## config.mk

```make
export PLATFORM = sky130hd
export DESIGN_NAME = dct_transpose_buffer
export DESIGN_NICKNAME = d
export VERILOG_FILES = /design/src/rtl/dct_pkg.sv /design/src/rtl/dct_tp_bank.sv /design/src/rtl/dct_transpose_buffer.sv
export SDC_FILE = /design/constraint.sdc
export NUM_CORES = 2
export LEC_CHECK = 0
export ABC_AREA = 0
export CAP_MARGIN = 20
export CORE_MARGIN = 1.5
export CORE_UTILIZATION = 55
export CTS_CLUSTER_SIZE = 14
export DETAILED_ROUTE_END_ITERATION = 8
export GPL_ROUTABILITY_DRIVEN = 0
export PLACE_DENSITY_LB_ADDON = 0.2
export SETUP_SLACK_MARGIN = 0.1
export SLEW_MARGIN = 20
export SYNTH_ARGS = -nofsm -noshare
export SYNTH_HDL_FRONTEND = slang
export SYNTH_SLANG_ARGS = --single-unit
```

## constraint.sdc

```tcl
create_clock -name clk -period 21.3 [get_ports clk]
set_input_delay 4.26 -clock clk [delete_from_list [all_inputs] [get_ports clk]]
set_output_delay 4.26 -clock clk [all_outputs]
set_load 0.05 [all_outputs]
```

## src/rtl/dct_pkg.sv

```systemverilog
// Shared constants and types for the 16x16 2-D DCT datapath.
package dct_pkg;

    localparam int DCT_N       = 16;
    localparam int DCT_COEF_BW = 11;

    typedef logic signed [DCT_COEF_BW-1:0] coef_t;

    typedef enum logic {
        BANK_FREE = 1'b0,
        BANK_FULL = 1'b1
    } bank_state_e;

endpackage

```

## src/rtl/dct_tp_bank.sv

```systemverilog
// One N x N coefficient store: written a whole row at a time, read a whole column at a time.
module dct_tp_bank
    import dct_pkg::*;
#(
    parameter int BW = DCT_COEF_BW,
    parameter int N  = DCT_N
) (
    input  logic            clk,
    input  logic            we,
    input  logic [3:0]      wr_row,
    input  logic [N*BW-1:0] wr_data,
    input  logic [3:0]      rd_col,
    output logic [N*BW-1:0] rd_data
);

    logic [BW-1:0] mem_reg [N][N];

    always_ff @(posedge clk) begin
        if (we) begin
            for (int k = 0; k < N; k++) begin
                mem_reg[wr_row][k] <= wr_data[(N-1-k)*BW +: BW];
            end
        end
    end

    // Column read is a plain mux; the top registers the selected column.
    generate
        for (genvar gi = 0; gi < N; gi++) begin : g_rd
            assign rd_data[(N-1-gi)*BW +: BW] = mem_reg[gi][rd_col];
        end
    endgenerate

endmodule

```

## src/rtl/dct_transpose_buffer.sv

```systemverilog
// Row-in / column-out transpose buffer between the row and column DCT passes.
// DCT_TRANSPOSE_PINGPONG_EN selects two banks (fill while draining); default is one bank.
module dct_transpose_buffer
    import dct_pkg::*;
#(
    parameter int BW = DCT_COEF_BW,
    parameter int N  = DCT_N
) (
    input  logic            clk,
    input  logic            rstn,
    input  logic [N*BW-1:0] row_in,
    input  logic            in_valid,
    output logic            in_ready,
    output logic [N*BW-1:0] col_out,
    output logic [3:0]      col_idx,
    output logic            out_last,
    output logic            out_valid,
    input  logic            out_ready
);

`ifdef DCT_TRANSPOSE_PINGPONG_EN
    localparam int   NUM_BANKS = 2;
    localparam logic PINGPONG  = 1'b1;
`else
    localparam int   NUM_BANKS = 1;
    localparam logic PINGPONG  = 1'b0;
`endif
    localparam logic [3:0] LAST_IDX = 4'(N - 1);

    bank_state_e     bank_state_reg [2];
    logic [N*BW-1:0] bank_col       [2];
    logic [BW-1:0]   in_coef        [N];

    logic            wr_bank_reg;
    logic [3:0]      wr_row_reg;
    logic            rd_bank_reg;
    logic [3:0]      rd_col_reg;
    logic            drained_reg;

    logic [N*BW-1:0] col_out_reg;
    logic [3:0]      col_idx_reg;
    logic            out_last_reg;
    logic            out_valid_reg;

    logic            wr_accept;
    logic            wr_complete;
    logic            release_bank;
    logic            can_advance;
    logic            src_bank;
    logic            bypass;
    logic            src_full;
    logic            load;
    logic [N*BW-1:0] col_data;

    assign in_ready     = !rstn && (bank_state_reg[wr_bank_reg] == BANK_FREE);
    assign wr_accept    = in_valid && in_ready;
    assign wr_complete  = wr_accept && (wr_row_reg == LAST_IDX);
    assign release_bank = out_valid_reg && out_ready && out_last_reg;
    assign can_advance  = !out_valid_reg || out_ready;

    // Once all columns of the current bank are loaded, the next load comes from
    // the other bank, and only on the very cycle the last column is taken.
    assign src_bank = drained_reg ? (rd_bank_reg ^ PINGPONG) : rd_bank_reg;
    // The bank's final row is still being written: take row 15 from row_in.
    assign bypass   = wr_complete && (wr_bank_reg == src_bank);
    assign src_full = (bank_state_reg[src_bank] == BANK_FULL) || bypass;
    assign load     = can_advance && src_full && (!drained_reg || (release_bank && PINGPONG));

    generate
        for (genvar gi = 0; gi < N; gi++) begin : g_in_coef
            assign in_coef[gi] = row_in[(N-1-gi)*BW +: BW];
        end

        for (genvar gi = 0; gi < 2; gi++) begin : g_bank
            if (gi < NUM_BANKS) begin : g_inst
                dct_tp_bank #(
                    .BW(BW),
                    .N (N)
                ) u_bank (
                    .clk    (clk),
                    .we     (wr_accept && (wr_bank_reg == 1'(gi))),
                    .wr_row (wr_row_reg),
                    .wr_data(row_in),
                    .rd_col (rd_col_reg),
                    .rd_data(bank_col[gi])
                );
            end else begin : g_none
                assign bank_col[gi] = '0;
            end
        end
    endgenerate

    always_comb begin
        col_data = bank_col[src_bank];
        if (bypass) begin
            col_data[BW-1:0] = in_coef[rd_col_reg];
        end
    end

    always_ff @(posedge clk) begin
        if (rstn) begin
            bank_state_reg[0] <= BANK_FREE;
            bank_state_reg[1] <= BANK_FREE;
            wr_bank_reg       <= 1'b0;
            wr_row_reg        <= 4'd0;
            rd_bank_reg       <= 1'b0;
            rd_col_reg        <= 4'd0;
            drained_reg       <= 1'b0;
            col_out_reg       <= '0;
            col_idx_reg       <= 4'd0;
            out_last_reg      <= 1'b0;
            out_valid_reg     <= 1'b0;
        end else begin
            if (wr_accept) begin
                wr_row_reg <= wr_row_reg + 4'd1;
                if (wr_complete) begin
                    bank_state_reg[wr_bank_reg] <= BANK_FULL;
                    wr_bank_reg                 <= wr_bank_reg ^ PINGPONG;
                end
            end

            if (release_bank) begin
                bank_state_reg[rd_bank_reg] <= BANK_FREE;
                rd_bank_reg                 <= rd_bank_reg ^ PINGPONG;
                drained_reg                 <= 1'b0;
            end

            // rd_col wraps 15 -> 0, so the next bank always starts at column 0.
            if (load) begin
                col_out_reg   <= col_data;
                col_idx_reg   <= rd_col_reg;
                out_last_reg  <= (rd_col_reg == LAST_IDX);
                out_valid_reg <= 1'b1;
                rd_col_reg    <= rd_col_reg + 4'd1;
                drained_reg   <= (rd_col_reg == LAST_IDX);
            end else if (can_advance) begin
                out_valid_reg <= 1'b0;
            end
        end
    end

    assign col_out   = col_out_reg;
    assign col_idx   = col_idx_reg;
    assign out_last  = out_last_reg;
    assign out_valid = out_valid_reg;

endmodule

```

=== Yosys cells after proc, flatten, opt, wreduce, memory -nomap -nowiden ===
Memories as Yosys holds them, arrays and structs flattened.
Cells that the tools add are included.

* Memories: 2
* Output and inout bits: 183
* Bits of input ports: 180
* RAM bits: 2818
* Flip-flop bits (word level): 191

* Reduce and logical (&&, ||, !) cells: 14
* Eq/ne operators: 2
* Bitwise operators: 4
* Muxes and demuxes: 69
* Add/subtract/negate cells: 2
* Order comparisons: 1

{| class="wikitable"
|+ Memories
! memory !! words !! width !! read ports !! clocked after memory_dff !! write ports !! line !! RTL
|-
| g_bank[0].g_inst.u_bank.mem_reg || 16 || 176 || 16 || 0 || 1 || dct_tp_bank.sv:16 || <nowiki>logic [BW-1:0] mem_reg [N][N];</nowiki>
|-
| bank_state_reg || 2 || 1 || 1 || 0 || 2 || dct_transpose_buffer.sv:30 || <nowiki>bank_state_e bank_state_reg [2];</nowiki>
|}

{| class="wikitable"
|+ Operators by type and width
! operator !! number
|-
| 11-bit binary-select mux with 4-bit select || 17
|-
| 11-bit two-way mux || 35
|-
| 1-bit two-way mux || 17
|-
| 4-bit by 1-bit adder with 4-bit output (second input constant) || 2
|-
| 4-bit == test (second input constant) || 2
|-
| 1-bit logical AND || 7
|-
| 5-bit >= comparator (second input constant) || 1
|-
| 4-bit inverter with 5-bit output || 1
|-
| 2-bit nonzero test || 2
|-
| 1-bit logical NOT || 3
|-
| 1-bit logical OR || 2
|-
| 1-bit bitwise OR || 2
|-
| 1-bit inverter || 1
|}

=== Logic depth before layout (Yosys ltp) ===
An unclocked memory read counts as a cell.

* Word-level depth: 11
* Gate-level depth with buffers: 10
* Depth with buffers taken out: 6

=== By module ===
A second synthesis with hierarchy kept.

* Cell total of the unflattened synthesis: 5404
* Area total of the unflattened synthesis: 113934.3 um^2

{| class="wikitable"
|+ By module, submodules not included
! module !! area each (um^2) !! cells an instance !! times used
|-
| dct_tp_bank || 105804.0 || 4442 || 1
|-
| dct_transpose_buffer || 8130.3 || 962 || 1
|}

=== Worst setup path after synthesis ===
No wires, ideal clock.

* Path kind: input port to flip-flop
* Start: input in_valid
* End: memory g_bank[0].g_inst.u_bank.mem_reg[3][0] (netlist bit), enable pin
* Setup slack: 3.718 ns
* Arrival: 16.655 ns
* Stages on the path: 3
* Required time: 20.373 ns
* Path buffers: 0
* Path through: nor3b_4 nand2_1 nor3_1

* Longest elaborated chain between the ends: 3

{| class="wikitable"
|+ Ends and longest elaborated chain
! what !! line !! RTL
|-
| start, declared || dct_transpose_buffer.sv:12 || <nowiki>input logic in_valid,</nowiki>
|-
| 1-bit logical AND || dct_transpose_buffer.sv:56 || <nowiki>assign wr_accept = in_valid && in_ready;</nowiki>
|-
| 1-bit two-way mux || dct_tp_bank.sv:19 || <nowiki>if (we) begin</nowiki>
|-
| 1-bit two-way mux (not written as such) || dct_tp_bank.sv:21 || <nowiki>mem_reg[wr_row][k] <= wr_data[(N-1-k)*BW +: BW];</nowiki>
|-
| end, declared || dct_tp_bank.sv:16 ||
|}

Every way passes these cells.

=== Worst setup path after layout ===
* Start: input rstn
* End: output in_ready

* Longest elaborated chain between the ends: 2

{| class="wikitable"
|+ Ends and longest elaborated chain
! what !! line !! RTL
|-
| start, declared || dct_transpose_buffer.sv:10 || <nowiki>input logic rstn,</nowiki>
|-
| 1-bit logical NOT || dct_transpose_buffer.sv:55 || <nowiki>assign in_ready = !rstn && (bank_state_reg[wr_bank_reg] == BANK_FREE);</nowiki>
|-
| 1-bit logical AND || dct_transpose_buffer.sv:55 ||
|-
| end, declared || dct_transpose_buffer.sv:13 || <nowiki>output logic in_ready,</nowiki>
|}

Every way passes these cells.

==> impl_metrics.tcl <==
set metrics [dict create \
    status "finished clean" \
    start_util_pct 55.45 \
    first_pass_iters 6 \
    ctsHoldBuffers 0 \
    core-area_mm2 0.2050 \
    power.density_mw_per_mm2 94.95 \
    p_leak_uw 0.04038 \
    end_kind "primary output" \
    drt-initial-drc-count 6204 \
    io_buffers 362 \
    synth.most_common_cell "edfxtp_1" \
    syn_nets 5077 \
    worst_setup_path_start_kind "input port" \
    ant_nets 0 \
    finalNetCount 5735 \
    r2r_setup_slack_ns 15.36 \
    ios 363 \
    cts_max_level 5 \
    reg2reg_depth 8 \
    min_path_type "reg2reg" \
    dr_total_vias 54083 \
    peakVddDrop_v 0.00009338 \
    rsz0062_at_grt "false" \
    die_h_um 457.6 \
    clkSinkCount 3008 \
    ys_top_cells_by_area "edfxtp_1 (74%), mux4_2 (18%), dfxtp_1 (3.4%), nand2_1 (1.2%), a21oi_1 (0.81%)" \
    wl_per_cell_um 33.55 \
    hold_viol_final 0 \
    seq_area_frac_synth_pct 77.78 \
    grt_max_degree 177 \
    fin_crit_sh_pct 46.25 \
    synth_common_cells "edfxtp_1 (2817), mux4_2 (913), nand2_1 (358)" \
    holdPathEnd "col_out[62]$_SDFFE_PP0P_" \
    criticalPathCategory "in2out" \
    final.setup.tns_ns 0 \
    dieArea_mm2 0.2094 \
    synth_cell_types 43 \
    worstSkewPairLatency_ns 0.92 \
    cp_max_fo 73 \
    setup_viol 0 \
    synth_seq_cells 3008 \
    clk_pin_slew_ns 0.06 \
    drt_wl_total_um 284700 \
    syn_inst 4892 \
    cts_buffers 316 \
    syn_to_final_growth_pct 15.61 \
    dpl-instance-area_mm2 0.1215 \
    yosysWarningCount 0 \
    clock-root-buffer "clkbuf_16" \
    synthArstFlopShare_pct 0 \
    grt_pass1_wl_um 405500 \
    grt_pass1_vias 55137 \
    synth-edff-count 2817 \
    clockBufferDepth 4 \
    track_usage_pct 27.53 \
    fin_area_mm2 0.1314 \
    fin_skew_ns 0.04672 \
    required_ns 17.04 \
    crit_arrival_ns 5.59 \
    min_from "col_out[62]$_SDFFE_PP0P_" \
    hpwlAfterDp_um 159700 \
    antenna_found_initial 22 \
    postCtsSetupBuffers 0 \
    largest_reg_flops 2816 \
    final.min_clock_period_ns 9.852 \
    reg2reg_to "col_out[143]$_SDFFE_PP0P_" \
    viasPerCell 6.373 \
    synth_area_mm2 0.1137 \
    timing.rr.start "rd_col_reg[1]$_SDFFE_PP0P_" \
    grt.overflow.total 0 \
    drc 0 \
    synth_top_area_share_pct 74.42 \
    slew_viol_final 0 \
    syn_area_per_cell_um2 23.24 \
    synth_ff_type "edfxtp_1" \
    cts.repair.resized 0 \
    timing.fmax_mhz 101.5 \
    cap_violations 0 \
    relSlewSlack_pct 25.59 \
    die_w_um 457.6 \
    layout-drive-gt1-share_pct 27.66 \
    tightestPinTransition_ns 1.116 \
    yosys.area.top_type "edfxtp_1" \
    rows 166 \
    hold_depth 2 \
    cts_tree "done" \
]
[layout make-up]
class	instances	area (um^2)
sequential	3008	88430
fill	13417	73590
multi-input combinational	1595	24010
clock buffer	431	8618
timing repair buffer	617	5779
tap	2688	3363
clock inverter	115	1100
inverter	12	60.06
antenna	20	50.05
[cells by family (layout without fill, tap and decap cells)]
logic type	count (synthesis)	after routing	synth area share [%]
buffers and inverters	289	1175	1.196
flip-flops	3008	3008	77.78
AND/OR/NAND/NOR	413	413	1.435
AO/OA/AOI/OAI	225	225	1.101
adder cells (fa/ha/maj)	5	5	0.05504
other	0	20	0
XOR/XNOR	4	4	0.03083
multiplexers	948	948	18.40
[critical path, cell delays in order]
cell	delay, ns
buf_8	0.51
nor2_1	0.09
clkdlybuf4s50_1	0.72
[stage by stage]
step | util, % | cells | power (uW) | setup slack [ns] | hold slack, ns
after global routing | 64.09 | 8478 | 12810 | 11.39 | 0.4783
after floorplan | - | 4892 | 7039 | 3.718 | 0.4363
final | 64.10 | 8486 | 12480 | 11.45 | 0.4559
after global placement | 59.27 | 7915 | 7372 | 11.45 | 0.4415
after detailed placement | 59.28 | 7916 | 7377 | 11.43 | 0.4497
after CTS | 64.02 | 8462 | 12570 | 11.43 | 0.4580
[cell usage in the layout (no fill, tap or decap), types with 11 or more instances in the layout]
cell type / n
edfxtp_1: 2817
mux4_2: 913
clkdlybuf4s50_1: 361
nand2_1: 358
clkbuf_16: 323
buf_4: 235
dfxtp_1: 187
a21oi_1: 184
clkbuf_1: 95
clkinv_1: 49
mux2i_1: 33
clkinv_2: 33
bufinv_16: 22
diode_2: 20
nor2_1: 15
clkbuf_8: 13
nor2_4: 11
buf_12: 11
[worst max path at each step]
stage              from                                              end  cells after the start
2_1_floorplan  in_valid  g_bank[0].g_inst.u_bank.mem_reg[3][0]$_DFFE_PP_                      3
3_3_place_gp       rstn                                         in_ready                      3
3_5_place_dp       rstn                                         in_ready                      3
4_1_cts            rstn                                         in_ready                      3
5_1_grt            rstn                                         in_ready                      3
6_report           rstn                                         in_ready                      3
[where the power goes]
| group | total, uW | switching [uW] | internal [uW] |
|---|---|---|---|
| logic | 712 | 418 | 293 |
| clock network | 5240 | 2150 | 3090 |
| registers | 6530 | 34.9 | 6490 |
[layer usage]
metal | part of all wire [%] | GRT usage, % | vias up
met5 | 0.017 | 0 | -
li1 | - | - | 22026
met3 | 7.2 | 3.886 | 454
met4 | 4.4 | 11.75 | 6
met2 | 51 | 45.90 | 2493
met1 | 37 | 36.81 | 29104
Note: power is estimated with default switching activity, not from simulation.
